`config.mk`:
```
export PLATFORM = sky130hd
export DESIGN_NAME = mic_pdm_wrapper
export DESIGN_NICKNAME = d
export VERILOG_FILES = /design/src/rtl/mic_pdm_wrapper.sv
export SDC_FILE = /design/constraint.sdc
export NUM_CORES = 1
export LEC_CHECK = 0
export CAP_MARGIN = 20
export CORE_ASPECT_RATIO = 0.7
export CORE_MARGIN = 8
export CORE_UTILIZATION = 57
export CTS_BUF_LIST = sky130_fd_sc_hd__clkbuf_16
export DETAILED_ROUTE_END_ITERATION = 16
export PLACE_DENSITY = 0.76
export SLEW_MARGIN = 20
export SYNTH_ARGS = -nofsm -noshare
export SYNTH_HDL_FRONTEND = slang
export SYNTH_SLANG_ARGS = --single-unit
export TNS_END_PERCENT = 20
```
`constraint.sdc`:
```
create_clock -name clk -period 3.1 [get_ports clk]
set_input_delay 0.31 -clock clk [delete_from_list [all_inputs] [get_ports clk]]
set_output_delay 0.31 -clock clk [all_outputs]
set_load 0.01 [all_outputs]
```
`src/rtl/mic_pdm_wrapper.sv`:
```
// PDM microphone capture slot: mic clock generator, count-of-ones decimator and PCM sample FIFO.
// Build option MIC_SIGNED_EN: samples are stored as ones-DECIM_LEN/2 and sign-extended on read.
module mic_pdm_wrapper #(
    parameter int CLK_DIV   = 50,
    parameter int DECIM_LEN = 128,
    parameter int DEPTH     = 16
) (
    input  logic        clk,
    input  logic        reset,
    input  logic        cs,
    input  logic        read,
    input  logic        write,
    input  logic [4:0]  addr,
    input  logic [31:0] wr_data,
    output logic [31:0] rd_data,
    output logic        mic_clk,
    output logic        mic_lrsel,
    input  logic        mic_data
);
    localparam int SW = $clog2(DECIM_LEN) + 1;
    localparam int BW = $clog2(DECIM_LEN);
    localparam int DW = $clog2(CLK_DIV);
    localparam int PW = $clog2(DEPTH);
    localparam int CW = PW + 1;

    localparam logic [DW-1:0] DIV_LAST = DW'(CLK_DIV - 1);
    localparam logic [BW-1:0] BIT_LAST = BW'(DECIM_LEN - 1);
    localparam logic [CW-1:0] CNT_FULL = CW'(DEPTH);

    logic          enable_q, enable_d;
    logic [DW-1:0] div_cnt_q, div_cnt_d;
    logic          mic_clk_q, mic_clk_d;
    logic          mic_clk_prev_q;
    logic [1:0]    sync_q;
    logic [BW-1:0] bit_cnt_q, bit_cnt_d;
    logic [SW-1:0] ones_acc_q, ones_acc_d;
    logic [PW-1:0] wr_ptr_q, wr_ptr_d;
    logic [PW-1:0] rd_ptr_q, rd_ptr_d;
    logic [CW-1:0] count_q, count_d;
    logic          overflow_q, overflow_d;
    logic [SW-1:0] mem_q [DEPTH];

    logic          ctrl_wr;
    logic          pop_req;
    logic          pop;
    logic          empty;
    logic          full;
    logic          strobe;
    logic          bit_in;
    logic          win_done;
    logic          flush;
    logic          push_ok;
    logic          ovf_set;
    logic [SW-1:0] sample_ones;
    logic [SW-1:0] sample_val;
    logic [SW-1:0] head;
    logic          unused_wr_bits;

    assign unused_wr_bits = ^wr_data[31:3];

    assign ctrl_wr = cs & write & (addr == 5'd2);
    assign pop_req = cs & read & (addr == 5'd0);
    assign empty   = (count_q == '0);
    assign full    = (count_q == CNT_FULL);
    assign pop     = pop_req & ~empty;
    assign flush   = ctrl_wr & wr_data[2];

    // Falling edge of the registered mic clock; gated so the forced low on disable is not a sample.
    assign strobe   = enable_q & mic_clk_prev_q & ~mic_clk_q;
    assign bit_in   = sync_q[1];
    assign win_done = strobe & (bit_cnt_q == BIT_LAST);

    assign sample_ones = ones_acc_q + SW'(bit_in);
`ifdef MIC_SIGNED_EN
    assign sample_val  = sample_ones - SW'(DECIM_LEN / 2);
`else
    assign sample_val  = sample_ones;
`endif

    // A flush in the same cycle swallows the finished sample without flagging overflow.
    assign push_ok = win_done & ~flush & (~full | pop);
    assign ovf_set = win_done & ~flush & full & ~pop;

    assign head      = mem_q[rd_ptr_q];
    assign mic_clk   = mic_clk_q;
    assign mic_lrsel = 1'b0;

    always_comb begin
        enable_d   = enable_q;
        div_cnt_d  = '0;
        mic_clk_d  = 1'b0;
        bit_cnt_d  = '0;
        ones_acc_d = '0;
        overflow_d = overflow_q;
        wr_ptr_d   = wr_ptr_q;
        rd_ptr_d   = rd_ptr_q;
        count_d    = count_q;

        if (ctrl_wr) begin
            enable_d = wr_data[0];
        end

        if (enable_q) begin
            if (div_cnt_q == DIV_LAST) begin
                div_cnt_d = '0;
                mic_clk_d = ~mic_clk_q;
            end else begin
                div_cnt_d = div_cnt_q + DW'(1);
                mic_clk_d = mic_clk_q;
            end

            bit_cnt_d  = bit_cnt_q;
            ones_acc_d = ones_acc_q;
            if (strobe) begin
                if (bit_cnt_q == BIT_LAST) begin
                    bit_cnt_d  = '0;
                    ones_acc_d = '0;
                end else begin
                    bit_cnt_d  = bit_cnt_q + BW'(1);
                    ones_acc_d = sample_ones;
                end
            end
        end

        // Set takes priority so an overflow in the clearing cycle is not lost.
        if (ovf_set) begin
            overflow_d = 1'b1;
        end else if (ctrl_wr && wr_data[1]) begin
            overflow_d = 1'b0;
        end

        if (flush) begin
            wr_ptr_d = '0;
            rd_ptr_d = '0;
            count_d  = '0;
        end else begin
            wr_ptr_d = wr_ptr_q + PW'(push_ok);
            rd_ptr_d = rd_ptr_q + PW'(pop);
            count_d  = count_q + CW'(push_ok) - CW'(pop);
        end
    end

    always_ff @(posedge clk or posedge reset) begin
        if (reset) begin
            enable_q       <= 1'b0;
            div_cnt_q      <= '0;
            mic_clk_q      <= 1'b0;
            mic_clk_prev_q <= 1'b0;
            sync_q         <= '0;
            bit_cnt_q      <= '0;
            ones_acc_q     <= '0;
            overflow_q     <= 1'b0;
            wr_ptr_q       <= '0;
            rd_ptr_q       <= '0;
            count_q        <= '0;
        end else begin
            enable_q       <= enable_d;
            div_cnt_q      <= div_cnt_d;
            mic_clk_q      <= mic_clk_d;
            mic_clk_prev_q <= mic_clk_q;
            sync_q         <= {sync_q[0], mic_data};
            bit_cnt_q      <= bit_cnt_d;
            ones_acc_q     <= ones_acc_d;
            overflow_q     <= overflow_d;
            wr_ptr_q       <= wr_ptr_d;
            rd_ptr_q       <= rd_ptr_d;
            count_q        <= count_d;
        end
    end

    // Storage needs no reset: an empty FIFO never exposes its contents.
    always_ff @(posedge clk) begin
        if (push_ok) begin
            mem_q[wr_ptr_q] <= sample_val;
        end
    end

    always_comb begin
        rd_data = '0;
        case (addr)
            5'd0: begin
                if (!empty) begin
`ifdef MIC_SIGNED_EN
                    rd_data = {{(32 - SW){head[SW-1]}}, head};
`else
                    rd_data = {{(32 - SW){1'b0}}, head};
`endif
                end
            end
            5'd1: rd_data = {20'b0, enable_q, overflow_q, full, empty, 8'(count_q)};
            5'd2: rd_data = {31'b0, enable_q};
            default: rd_data = '0;
        endcase
    end
endmodule

```
## Word-level counts from Yosys, hierarchy flattened

Memories as Yosys holds them, arrays and structs flattened.
Index checks and enable logic that the tools add are counted.

| word-level totals | value |
|---|---|
| word-level logic and storage cells | 68 |
| input port bits | 43 |
| memories kept | 1 |
| bits in writable memories | 128 |
| output and inout bits | 34 |
| bits in registers | 40 |

Memories:

| name | depth | bits a word | read ports | clocked after memory_dff | write ports | RTL line | RTL |
|---|---|---|---|---|---|---|---|
| mem_q | 16 | 8 | 1 | 0 | 1 | 41 | `logic [SW-1:0] mem_q [DEPTH];` |

| operators by class | value |
|---|---|
| bitwise operators | 19 |
| reduce and logical (&&, ||, !) cells | 4 |
| equality and inequality tests | 7 |
| add/sub/neg operators | 7 |
| mux-type cells | 19 |

Operator list:

| cell | count |
|---|---|
| 32-bit case mux with 3 select lines | 1 |
| 8-bit 2-to-1 mux | 4 |
| 7-bit 2-to-1 mux | 3 |
| 1-bit bitwise AND | 13 |
| 6-bit 2-to-1 mux | 2 |
| 5-bit logical NOT | 2 |
| 4-bit by 1-bit adder with 4-bit output | 2 |
| 8-bit by 1-bit adder with 8-bit output | 1 |
| 4-bit 2-to-1 mux | 2 |
| 7-bit by 1-bit adder with 7-bit output (second input constant) | 1 |
| 7-bit == test (second input constant) | 1 |
| 6-bit by 1-bit adder with 6-bit output (second input constant) | 1 |
| 6-bit == test (second input constant) | 1 |
| 1-bit 2-to-1 mux | 6 |
| 5-bit by 1-bit adder with 5-bit output | 1 |
| 5-bit by 1-bit == test with 1-bit output (second input constant) | 1 |
| 5-bit by 2-bit == test with 1-bit output (second input constant) | 1 |
| 5-bit == test (second input constant) | 1 |
| 5-bit 2-to-1 mux | 1 |
| 1-bit inverter | 5 |
| 5-bit by 1-bit subtractor with 5-bit output | 1 |
| 2-bit by 1-bit inequality test with 1-bit output (second input constant) | 2 |
| 2-bit nonzero test | 1 |
| 1-bit logical AND | 1 |
| 1-bit bitwise OR | 1 |

## Logic depth before layout (Yosys ltp)

Gate-level depths: netlist of the first run.

| logic depth | value |
|---|---|
| word-level depth | 9 |
| depth in mapped cells | 14 |
| gate-level depth less buffers | 14 |

## Worst setup path before layout of the first run

OpenSTA, ideal clock, no wires.

| path | value |
|---|---|
| path kind | input-to-reg |
| start point | input port addr[3] |
| end point | register count_q[4] |
| library setup time | 0.162 ns |
| path buffers | 1 |
| data required time | 2.938 ns |
| stages on the path | 13 |
| setup slack | 0.216 ns |
| arrival time | 2.722 ns |
| cell sequence | or3_1 -> or4_1 -> buf_2 -> nand3_4 -> ha_1 -> inv_1 -> ha_1 -> inv_1 -> fa_1 -> nor2b_1 -> o21bai_1 -> a21oi_1 -> nor3b_1 |

| on the way | value |
|---|---|
| longest elaborated chain between the ends | 9 |
| elaborated cells on any way between the ends | 13 |
| those cells by class | add/sub: 2; eq/ne: 1; mux: 1; bitwise: 8; reduce/logical: 1 |

Ends and longest elaborated chain:

| what | RTL line | RTL |
|---|---|---|
| start: declaration | 13 | `input logic [4:0] addr,` |
| 5-bit by 2-bit == test with 1-bit output | 61 | `assign ctrl_wr = cs & write & (addr == 5'd2);` |
| 1-bit bitwise AND | 61 |  |
| 1-bit bitwise AND | 66 | `assign flush = ctrl_wr & wr_data[2];` |
| 1-bit inverter | 81 | `assign push_ok = win_done & ~flush & (~full \| pop);` |
| 1-bit bitwise AND (2 in a row) | 81 |  |
| 5-bit by 1-bit adder with 5-bit output | 139 | `count_d = count_q + CW'(push_ok) - CW'(pop);` |
| 5-bit by 1-bit subtractor with 5-bit output | 139 |  |
| 5-bit 2-to-1 mux (*) | 132 | `if (flush) begin` |
| named net count_d[4] | 39 | `logic [CW-1:0] count_q, count_d;` |
| end signal: assignment | 167 | `count_q <= count_d;` |
| end: declaration | 39 |  |

The timed path passes the listed nets; every way through them passes the cells marked *.
A chain may end at the register's enable or synchronous reset.

## Worst setup path in the final report of the first run

| path | value |
|---|---|
| start point | register rd_ptr_q[0] |
| end point | output port rd_data[3] |

| on the way | value |
|---|---|
| longest elaborated chain between the ends | 3 |

Ends and longest elaborated chain:

| what | RTL line | RTL |
|---|---|---|
| start: declaration | 38 | `logic [PW-1:0] rd_ptr_q, rd_ptr_d;` |
| start signal: assignment | 166 | `rd_ptr_q <= rd_ptr_d;` |
| memory read 16 x 8 bit | n/a |  |
| 8-bit 2-to-1 mux | 182 | `if (!empty) begin` |
| 32-bit case mux with 3 select lines | 180 | `case (addr)` |
| end: declaration | 15 | `output logic [31:0] rd_data,` |

No other way between the ends.

==> qor.txt, run 1 <==
======================================================================================
Achievable frequency                                                         0.330 GHz
Grt total ovfl                                                                       0
Share of async-settable or async-resettable flops after synthesis                23.8%
Drt first-iter violations                                                          298
Layout-stage area growth over the synthesis result                               16.8%
Register bit count reported by yosys                                               168
Max-cap violations                                                                   0
Die extent in x                                                                 151 um
Post-Synth Adder-Cell Area                                                       2.85%
Critical path launch point type                                                   flop
Setup repair after global routing missed its margin                              false
Endpoint required time on the critical path                                    2.79 ns
Synthesized cell area                                                     0.00730 mm^2
Filler Cells Inserted                                                              841
Synth Area in Compound Gates                                                     3.67%
Multiplexer share of the synthesized area                                        12.5%
Final net count                                                                    583
Fraction of final layout cells sized beyond drive strength 1                     20.9%
Source of the worst register-to-register timing path                        count_q[3]
Pwr dens                                                                   610 mW/mm^2
Clock power share                                                                37.8%
Initial DRT Pass Iterations                                                          5
Ys flop type                                                              sky130_fd_sc_hd__edfxtp_1
CTS Root Cell                                                             sky130_fd_sc_hd__clkbuf_16
Number of global-route vias before repair                                        4,008
Aggregate routed wire length                                                   14.4 mm
Top cell by count, worst path                                             sky130_fd_sc_hd__mux2i_1
Clk pin slew, worst setup/hold paths                                           0.06 ns
Fraction of power consumed by combinational cells                                12.8%
Largest net degree at the start of global routing                                   35
Setup slack, reg-to-reg                                                        0.29 ns
Register-to-Register Path Depth                                                     14
Sequential Power Share                                                           49.3%
Setup crit end kind                                                         output pin
Number of buffers created by CTS                                                    17
First-pass GRT wire length                                                     22.3 mm
Combinational family with the most area after synthesis                   multiplexers
Cell Count Post-Placement                                                          666
Peak fanout along the critical path                                                 14
Switching part of the total                                                      25.1%
Outcome                                                                   finished, final reports clean
Worst setup path class                                                         reg2out
Share of the synthesized netlist area taken by xor and xnor gates                2.64%
Area of the multi-input gates                                             0.00228 mm^2
Standard cell with the maximum stage delay on the critical path           sky130_fd_sc_hd__mux4_2
Routability congestion estimate from global placement                            0.758
Slew @ Worst Pin                                                              0.814 ns
CP top delay family                                                       multiplexers
DRC violation count after routing                                                    0
Final Cycle Share                                                                97.6%
Reg2Reg Capture Point                                                       count_q[4]
Synth Instances                                                                    457
Number of hold-repair buffers added at the cts stage                                 0
Sequential standard cell area                                             0.00485 mm^2
Clock tree from TritonCTS                                                        built
Final-report hold violation count                                                    0
Internal Dissipation                                                           3.89 mW
Worst clock skew                                                             0.0140 ns
Number of distinct standard cells referenced by the synthesized netlist             46
Area enclosed by the die boundary                                          0.0167 mm^2
Total number of vias                                                             4,045
Worst max-slew margin expressed relative to the limit                            45.5%
Signal arrival time at the worst endpoint                                      2.72 ns
Max stage delay on crit path                                                   0.52 ns
Die Y-Extent                                                                    111 um
Buffers and inverters on the worst path                                              2
Sum of net half-perimeters after detailed placement                            9.46 mm
Clock sinks                                                                        168
Mapped Avg Cell Area                                                         16.0 um^2
Area share of and/or/nand/nor cells after synthesis                              8.14%
Cell area after layout                                                    0.00853 mm^2
Final setup violation count                                                          0
Row count                                                                           34
Crit-path cells                                                           buf_12 > mux4_2 > mux2i_1 > mux2i_1 > a22o_1 > clkdlybuf4s50_1
Count of nets left with antenna violations after detail routing                      0
Leakage dissipation                                                            3.37 nW
Routed len/inst                                                                20.6 um
Area of placed instances                                                  0.00792 mm^2
H-tree depth                                                                         4
Tightest Hold Check Type                                                      in2async
Slew Limit Fails                                                                     0
Number of flops mapped to enable cells by yosys                                    128
Sequential share of the synthesized area                                         66.4%
Largest voltage drop on the vdd net                                           0.515 mV
Clk Latency, worst-skew pair                                                   0.42 ns
Sw power                                                                       1.30 mW
Core outline area                                                          0.0125 mm^2
Aggregate global-route resource usage                                            17.7%
Final Critical Period                                                          3.03 ns
Number of port buffers                                                              26
Number of top-level pins                                                            77
Initial antenna violation count                                                      0
Final antenna diode count                                                            0
Number of standard cells in the layout, taps in and fillers out                    699
Clock Path Buffers                                                                   2
Initial Util                                                                     58.6%
Detailed-route vias per instance                                                  5.79
Yosys warnings                                                                       0
======================================================================================
## power groups by stage
stage	registers [mW]	clock network, mW	logic, mW
floorplan	2.57	0	0.503
global placement	2.61	0	0.623
detailed placement	2.61	0	0.650
CTS	2.56	2.00	0.667
global route	2.57	2.09	0.739
finish	2.56	1.97	0.666
## cell type report
class,instances,area share [%]
sequential,168,56.8
inverter,14,0.616
multi-input combinational,258,26.8
tap,162,2.38
clock buffer,18,5.28
timing repair buffer,65,6.88
clock inverter,14,1.23
## stage by stage
step | TNS, ns | hold slack, ns | worst slack [ns] | util, % | power, mW
after floorplan | 0 | 0.331 | 0.216 | - | 3.08
final | 0 | 0.285 | 0.0736 | 68.4 | 5.20
after detailed placement | -0.477 | 0.347 | -0.335 | 63.6 | 3.26
after global routing | 0 | 0.327 | 0.00137 | 68.4 | 5.40
after CTS | 0 | 0.276 | 0.0295 | 68.1 | 5.22
after global placement | -0.162 | 0.345 | -0.150 | 63.6 | 3.23
## worst register-to-register path, stage by stage, from the launching register on
cell	delay, ns
sky130_fd_sc_hd__dfrtp_1	0.42
sky130_fd_sc_hd__inv_1	0.11
sky130_fd_sc_hd__ha_1	0.18
sky130_fd_sc_hd__nor3b_2	0.30
sky130_fd_sc_hd__o311ai_4	0.18
sky130_fd_sc_hd__nand3_4	0.10
sky130_fd_sc_hd__ha_1	0.23
sky130_fd_sc_hd__inv_1	0.06
sky130_fd_sc_hd__ha_1	0.17
sky130_fd_sc_hd__inv_1	0.06
sky130_fd_sc_hd__fa_1	0.40
sky130_fd_sc_hd__nor2b_2	0.16
sky130_fd_sc_hd__o21bai_1	0.09
sky130_fd_sc_hd__nand3_1	0.08
sky130_fd_sc_hd__nor3b_1	0.19
## cells in the mapped netlist, types with 9 or more instances
cell type | n | area [um^2]
sky130_fd_sc_hd__edfxtp_1 | 128 | 3840
sky130_fd_sc_hd__dfrtp_1 | 40 | 1000
sky130_fd_sc_hd__nor2_1 | 38 | 143
sky130_fd_sc_hd__mux4_2 | 32 | 721
sky130_fd_sc_hd__buf_4 | 21 | 158
sky130_fd_sc_hd__mux2i_1 | 19 | 190
sky130_fd_sc_hd__nand2_1 | 18 | 67.6
sky130_fd_sc_hd__ha_1 | 15 | 188
sky130_fd_sc_hd__inv_1 | 13 | 48.8
sky130_fd_sc_hd__a22o_1 | 12 | 105
sky130_fd_sc_hd__xor2_1 | 12 | 105
sky130_fd_sc_hd__xnor2_1 | 10 | 87.6
sky130_fd_sc_hd__clkbuf_1 | 9 | 33.8
## metal layers
layer	part of all wire [%]	vias up	track usage (%)
li1	-	1830	-
met1	46	2084	25.5
met2	48	122	26.3
met3	6.0	9	3.55
met4	0.59	0	6.05
met5	0	-	0
## layout by cell type, fill, tap and decap left out, types with 8 or more instances in the layout
master                              n
sky130_fd_sc_hd__nand2_1           18
sky130_fd_sc_hd__dfrtp_1           39
sky130_fd_sc_hd__conb_1            21
sky130_fd_sc_hd__clkdlybuf4s50_1   24
sky130_fd_sc_hd__ha_1              15
sky130_fd_sc_hd__nand3_1            8
sky130_fd_sc_hd__inv_1             13
sky130_fd_sc_hd__mux2i_1           19
sky130_fd_sc_hd__a22o_1            12
sky130_fd_sc_hd__xnor2_1            9
sky130_fd_sc_hd__edfxtp_1         128
sky130_fd_sc_hd__xor2_1            10
sky130_fd_sc_hd__mux4_2            32
sky130_fd_sc_hd__nor2_1            38
sky130_fd_sc_hd__buf_4             36
sky130_fd_sc_hd__clkbuf_16         18
## kinds of logic after synthesis
family,Yosys count
flops,168
other cells,1
fa+ha+maj,16
xor+xnor,22
mux,51
compound gates,33
simple gates,115
buf+inv,51
## state kept, by name, summed over array words and instances (netlist names)
name,flops
mem_q,128
ones_acc_q,8
mic_clk,1
rd_ptr_q,4
bit_cnt_q,7
count_q,5
overflow_q,1
div_cnt_q,6
enable_q,1
sync_q,2
mic_clk_prev_q,1
wr_ptr_q,4
## worst max path at each step
stage / startpoint / to / slack, ns / depth (start not counted)
6_report: rd_ptr_q[0] / rd_data[3] / 0.07 / 6
5_1_grt: addr[3] / count_q[4] / 0.001 / 13
4_1_cts: rd_ptr_q[0] / rd_data[0] / 0.03 / 6
3_5_place_dp: addr[3] / count_q[4] / -0.34 / 13
3_3_place_gp: addr[3] / count_q[4] / -0.15 / 13
2_1_floorplan: addr[3] / count_q[4] / 0.22 / 13
## timing repair
| item | CTS | global route |
|---|---|---|
| setup buffers | 1 | 0 |
| gates cloned | 0 | 0 |
| setup endpoints to repair | 5 | 3 |
| pin swaps | 0 | 1 |
| resized for setup | 1 | 5 |
Power figures use the tool's default switching activity.
==> run 2: changes to the inputs <==
--- a/config.mk
+++ b/config.mk
@@ -7,7 +7,7 @@
 export LEC_CHECK = 0
 export CAP_MARGIN = 20
 export CORE_ASPECT_RATIO = 0.7
-export CORE_MARGIN = 8
+export CORE_MARGIN = 1.5
 export CORE_UTILIZATION = 57
 export CTS_BUF_LIST = sky130_fd_sc_hd__clkbuf_16
 export DETAILED_ROUTE_END_ITERATION = 16
==> run 2 against run 1 <==
  * Sequential share of layout area decreased by 0.47 points
  * Clock skew decreased by 0.0040 ns
  * First-iteration DRC count increased by 5.7%
  * Routed wire length increased by 1.3%
  * Via count decreased by 0.82%
  * Flip-flop and latch count unchanged
  * Largest power group unchanged
  * Die area decreased by 19%
==> qor.txt, run 2 (synthesis gave the netlist of run 1 again) <==
==============================================================================
Outcome                                                           finished, final reports clean
Number of hold-repair buffers added at the cts stage                         0
Worst max-slew margin expressed relative to the limit                    45.2%
Largest net degree at the start of global routing                           35
Final Cycle Share                                                        97.7%
Number of top-level pins                                                    77
Grt total ovfl                                                               0
H-tree depth                                                                 4
Signal arrival time at the worst endpoint                              2.72 ns
Layout-stage area growth over the synthesis result                       17.8%
Core outline area                                                  0.0125 mm^2
First-pass GRT wire length                                             22.9 mm
Max reg flops                                                              128
Critical path launch point type                                           flop
Setup Total Neg Slack                                                     0 ns
Initial antenna violation count                                              0
Area enclosed by the die boundary                                  0.0135 mm^2
Setup slack after layout                                             0.0717 ns
Routed len/inst                                                        20.8 um
Number of buffers created by CTS                                            17
Initial DRT Pass Iterations                                                  4
Clock Path Buffers                                                           2
Leakage dissipation                                                    3.40 nW
Top Registers                                                     mem_q: 128 flops, ones_acc_q: 8 flops, bit_cnt_q: 7 flops
Final setup violation count                                                  0
Detailed-route vias per instance                                          5.73
Die Y-Extent                                                           97.7 um
Total number of vias                                                     4,012
Slew @ Worst Pin                                                      0.818 ns
Aggregate routed wire length                                           14.6 mm
Final-report hold violation count                                            0
Source of the worst register-to-register timing path              bit_cnt_q[0]
Worst setup path class                                                 reg2out
Global Route met1 Usage                                                  34.5%
Drt first-iter violations                                                  315
Clk pin slew, worst setup/hold paths                                   0.07 ns
Most common library cell in the layout ignoring fill and taps     sky130_fd_sc_hd__edfxtp_1
Pwr dens                                                           621 mW/mm^2
Fraction of final layout cells sized beyond drive strength 1             21.4%
Setup crit end kind                                                 output pin
Power, Total                                                           5.34 mW
Count of nets left with antenna violations after detail routing              0
Sum of net half-perimeters after detailed placement                    9.42 mm
Final antenna diode count                                                    0
Max-cap violations                                                           0
Aggregate global-route resource usage                                    23.1%
Final net count                                                            584
Row count                                                                   34
Global-route layer with the greatest usage                                met2
Slew Limit Fails                                                             0
Endpoint required time on the critical path                            2.79 ns
Clock tree from TritonCTS                                                built
Post-Place Worst Slack                                               -0.204 ns
Achievable frequency                                                 0.330 GHz
Hold slack final                                                      0.257 ns
CTS Root Cell                                                     sky130_fd_sc_hd__clkbuf_16
Setup crit start                                                   rd_ptr_q[0]
Met2 layer usage reported by global route                                35.0%
Cell area after layout                                            0.00860 mm^2
Initial Util                                                             58.6%
Leading cell types in the layout, fill and taps excluded          sky130_fd_sc_hd__edfxtp_1 (128), sky130_fd_sc_hd__dfrtp_1 (39), sky130_fd_sc_hd__nor2_1 (38), sky130_fd_sc_hd__buf_4 (37), sky130_fd_sc_hd__mux4_2 (32)
Clk Latency, worst-skew pair                                           0.42 ns
Peak fanout along the critical path                                         13
Tightest Hold Check Type                                              in2async
Final Critical Period                                                  3.03 ns
Largest voltage drop on the vdd net                                   0.510 mV
Die extent in x                                                         138 um
Area of placed instances                                          0.00793 mm^2
GR met3 Demand/Resource                                                  4.39%
Worst clock skew                                                     0.0100 ns
Number of port buffers                                                      26
Number of global-route vias before repair                                4,042
Clock sinks                                                                168
DRC violation count after routing                                            0
Routability congestion estimate from global placement                    0.763
Register ranked first by flip-flop count                                 mem_q
Setup repair after global routing missed its margin                       true
==============================================================================
run 2: cell type report:
type,count,area (um^2)
Sequential cell,168,4850
Fill cell,801,3870
Multi-Input combinational cell,258,2290
Timing Repair Buffer,66,612
Clock buffer,19,475
Tap cell,162,203
Clock inverter,13,118
Inverter,14,52.6
run 2: critical path, cell delays in order (launching register included):
cell,delay [ns]
sky130_fd_sc_hd__dfrtp_2,0.45
sky130_fd_sc_hd__buf_12,0.19
sky130_fd_sc_hd__mux4_2,0.55
sky130_fd_sc_hd__mux2i_2,0.21
sky130_fd_sc_hd__mux2i_1,0.15
sky130_fd_sc_hd__a22o_1,0.26
sky130_fd_sc_hd__clkdlybuf4s50_1,0.48
run 2: repair_timing:
item,CTS,global route
gates cloned,1,0
resized for setup,3,3
setup endpoints to repair,2,5
buffers inserted,0,1
run 2: per-layer routing:
layer,wire length (um),up-vias
li1,-,1836
met1,6600,2045
met2,6970,117
met3,864,14
met4,150,0
met5,0,-
run 2: metrics by stage:
step                      utilization (%)  instances
final                                69.0        700
after global routing                 69.0        700
after CTS                            68.7        699
after detailed placement             63.6        666
after global placement               63.6        666
after floorplan                         -        477
run 2: final timing paths:
path / to / cells after the start / slack (ns)
max in group asynchronous: ones_acc_q[7] / 3 / 2.08
min in group clk: sync_q[0] / 1 / 0.33
worst max-delay path: rd_data[4] / 6 / 0.07
worst min-delay path: wr_ptr_q[1] / 2 / 0.26
worst min register to register: sync_q[1] / 0 / 0.36
worst max register to register: count_q[4] / 14 / 0.29
run 2: power breakdown:
group	leakage [nW]	total, mW	switching (mW)	internal [mW]
Combinational	1.20	0.698	0.341	0.357
Clock	0.290	2.08	0.874	1.21
Sequential	1.91	2.56	0.0957	2.47
Total	3.40	5.34	1.31	4.03
==> run 3: changes to the inputs <==
--- a/config.mk
+++ b/config.mk
@@ -9,11 +9,10 @@
 export CORE_ASPECT_RATIO = 0.7
 export CORE_MARGIN = 1.5
 export CORE_UTILIZATION = 57
-export CTS_BUF_LIST = sky130_fd_sc_hd__clkbuf_16
 export DETAILED_ROUTE_END_ITERATION = 16
+export GPL_ROUTABILITY_DRIVEN = 0
 export PLACE_DENSITY = 0.76
 export SLEW_MARGIN = 20
 export SYNTH_ARGS = -nofsm -noshare
 export SYNTH_HDL_FRONTEND = slang
 export SYNTH_SLANG_ARGS = --single-unit
-export TNS_END_PERCENT = 20
==> run 3 against run 2 <==
  * Clock power about the same
  * Combinational power grew 2%
  * Cell area up 0.13%
  * Cell count rose by 0.14%
  * Largest power group unchanged
  * Critical path type unchanged
  * Non-clock buffer count increased by 1
  * Via count grew 0.55%
  * Setup slack improved by 0.028 ns
==> qor.txt, run 3 (synthesis gave the netlist of run 1 again) <==
==============================================================================
Tightest Hold Check Type                                              in2async
Pwr dens                                                           623 mW/mm^2
Fraction of final layout cells sized beyond drive strength 1             21.3%
Area of the multi-input gates                                     0.00229 mm^2
Setup repair after global routing missed its margin                      false
Core outline area                                                  0.0125 mm^2
Fraction of power consumed by combinational cells                        13.3%
Worst max-slew margin expressed relative to the limit                    47.8%
Total number of vias                                                     4,034
Clock Path Buffers                                                           2
Number of global-route vias before repair                                4,042
Achievable frequency                                                 0.333 GHz
Leakage dissipation                                                    3.40 nW
Sequential Power Share                                                   47.8%
Setup slack after layout                                             0.0995 ns
Initial Util                                                             58.6%
Number of port buffers                                                      26
Initial DRT Pass Iterations                                                  4
Detailed-route vias per instance                                          5.75
Internal Dissipation                                                   4.04 mW
Endpoint required time on the critical path                            2.79 ns
Outcome                                                           finished, final reports clean
Final net count                                                            585
Largest net degree at the start of global routing                           35
Register ranked first by flip-flop count                                 mem_q
Peak fanout along the critical path                                         13
Sum of net half-perimeters after detailed placement                    9.42 mm
Clock tree from TritonCTS                                                built
Leading cell types in the layout, fill and taps excluded          sky130_fd_sc_hd__edfxtp_1 (128), sky130_fd_sc_hd__dfrtp_1 (39), sky130_fd_sc_hd__nor2_1 (38), sky130_fd_sc_hd__buf_4 (37), sky130_fd_sc_hd__mux4_2 (32)
Final setup violation count                                                  0
Die Y-Extent                                                           97.7 um
Most common library cell in the layout ignoring fill and taps     sky130_fd_sc_hd__edfxtp_1
Final-report hold violation count                                            0
H-tree depth                                                                 4
Worst clock skew                                                    0.00970 ns
Routed len/inst                                                        20.7 um
Hold slack final                                                      0.261 ns
Grt total ovfl                                                               0
Clk pin slew, worst setup/hold paths                                   0.07 ns
Final antenna diode count                                                    0
Area enclosed by the die boundary                                  0.0135 mm^2
Sw power                                                               1.32 mW
Setup slack, reg-to-reg                                                0.29 ns
Slew @ Worst Pin                                                      0.779 ns
Post-Place Worst Slack                                               -0.204 ns
Sequential standard cell area                                     0.00485 mm^2
Count of nets left with antenna violations after detail routing              0
Largest voltage drop on the vdd net                                   0.506 mV
Setup crit end kind                                                 output pin
Slew Limit Fails                                                             0
Number of hold-repair buffers added at the cts stage                         0
Filler Cells Inserted                                                      803
Signal arrival time at the worst endpoint                              2.69 ns
Number of buffers created by CTS                                            17
Clock sinks                                                                168
CTS Root Cell                                                     sky130_fd_sc_hd__clkbuf_16
Number of standard cells in the layout, taps in and fillers out            701
Row count                                                                   34
Top Registers                                                     mem_q: 128 flops, ones_acc_q: 8 flops, bit_cnt_q: 7 flops
Final Critical Period                                                  3.00 ns
Initial antenna violation count                                              0
Switching part of the total                                              24.7%
Max-cap violations                                                           0
Number of top-level pins                                                    77
Die extent in x                                                         138 um
Aggregate global-route resource usage                                    23.1%
Critical path launch point type                                           flop
Worst setup path class                                                 reg2out
Clock power share                                                        38.8%
Drt first-iter violations                                                  299
Cell Count Post-Placement                                                  666
Layout-stage area growth over the synthesis result                       17.9%
First-pass GRT wire length                                             22.9 mm
DRC violation count after routing                                            0
Final Cycle Share                                                        96.8%
Aggregate routed wire length                                           14.5 mm
Clk Latency, worst-skew pair                                           0.42 ns
Max reg flops                                                              128
==============================================================================
==> run 3: critical path, cell delays in order (launching register included) <==
cell                              delay, ns
sky130_fd_sc_hd__dfrtp_2               0.43
sky130_fd_sc_hd__buf_12                0.19
sky130_fd_sc_hd__mux4_2                0.55
sky130_fd_sc_hd__mux2i_2               0.21
sky130_fd_sc_hd__mux2i_1               0.14
sky130_fd_sc_hd__a22o_1                0.26
sky130_fd_sc_hd__clkdlybuf4s50_1       0.48
==> run 3: path summary, 6_finish.rpt <==
check                                  start            end  cells after the start
worst max-delay path             rd_ptr_q[0]     rd_data[4]                      6
worst min-delay path                   reset     overflow_q                      2
worst max register to register  bit_cnt_q[0]     count_q[4]                     14
worst min register to register     sync_q[0]      sync_q[1]                      0
max in group asynchronous              reset  ones_acc_q[7]                      3
min in group clk                    mic_data      sync_q[0]                      1
==> run 3: final cells by class <==
class,count,area share [%]
multi-input combinational,258,26.6
timing repair buffer,67,7.28
sequential,168,56.3
clock buffer,19,5.52
clock inverter,13,1.37
tap,162,2.35
inverter,14,0.610
==> run 3: per-layer routing <==
metal	track usage (%)	up-vias	wire, um
li1	-	1835	-
met1	34.5	2061	6490
met2	35.0	124	6940
met3	4.39	14	962
met4	7.04	0	146
met5	0	-	0
==> run 3: stage by stage <==
stage / util (%) / setup TNS (ns) / area, um^2 / total power, mW
6_report: 69.1 / 0 / 8610 / 5.36
4_1_cts: 68.7 / 0 / 8560 / 5.36
2_1_floorplan: - / 0 / 7370 / 3.08
3_5_place_dp: 63.6 / -0.260 / 7930 / 3.26
3_3_place_gp: 63.6 / -0.174 / 7920 / 3.23
5_1_grt: 69.1 / 0 / 8610 / 5.57
==> run 3: timing repair <==
action                     in CTS  in global routing
pin swaps                       0                  1
cloned                          1                  0
gates resized for setup         3                  3
buffers inserted                0                  2
setup endpoints to repair       2                  5
==> run 3: power by group through the flow <==
stage | Combinational (mW) | Sequential [mW] | Clock [mW]
floorplan | 0.503 | 2.57 | 0
global placement | 0.629 | 2.60 | 0
detailed placement | 0.656 | 2.60 | 0
CTS | 0.699 | 2.56 | 2.10
global route | 0.791 | 2.58 | 2.20
finish | 0.715 | 2.56 | 2.08
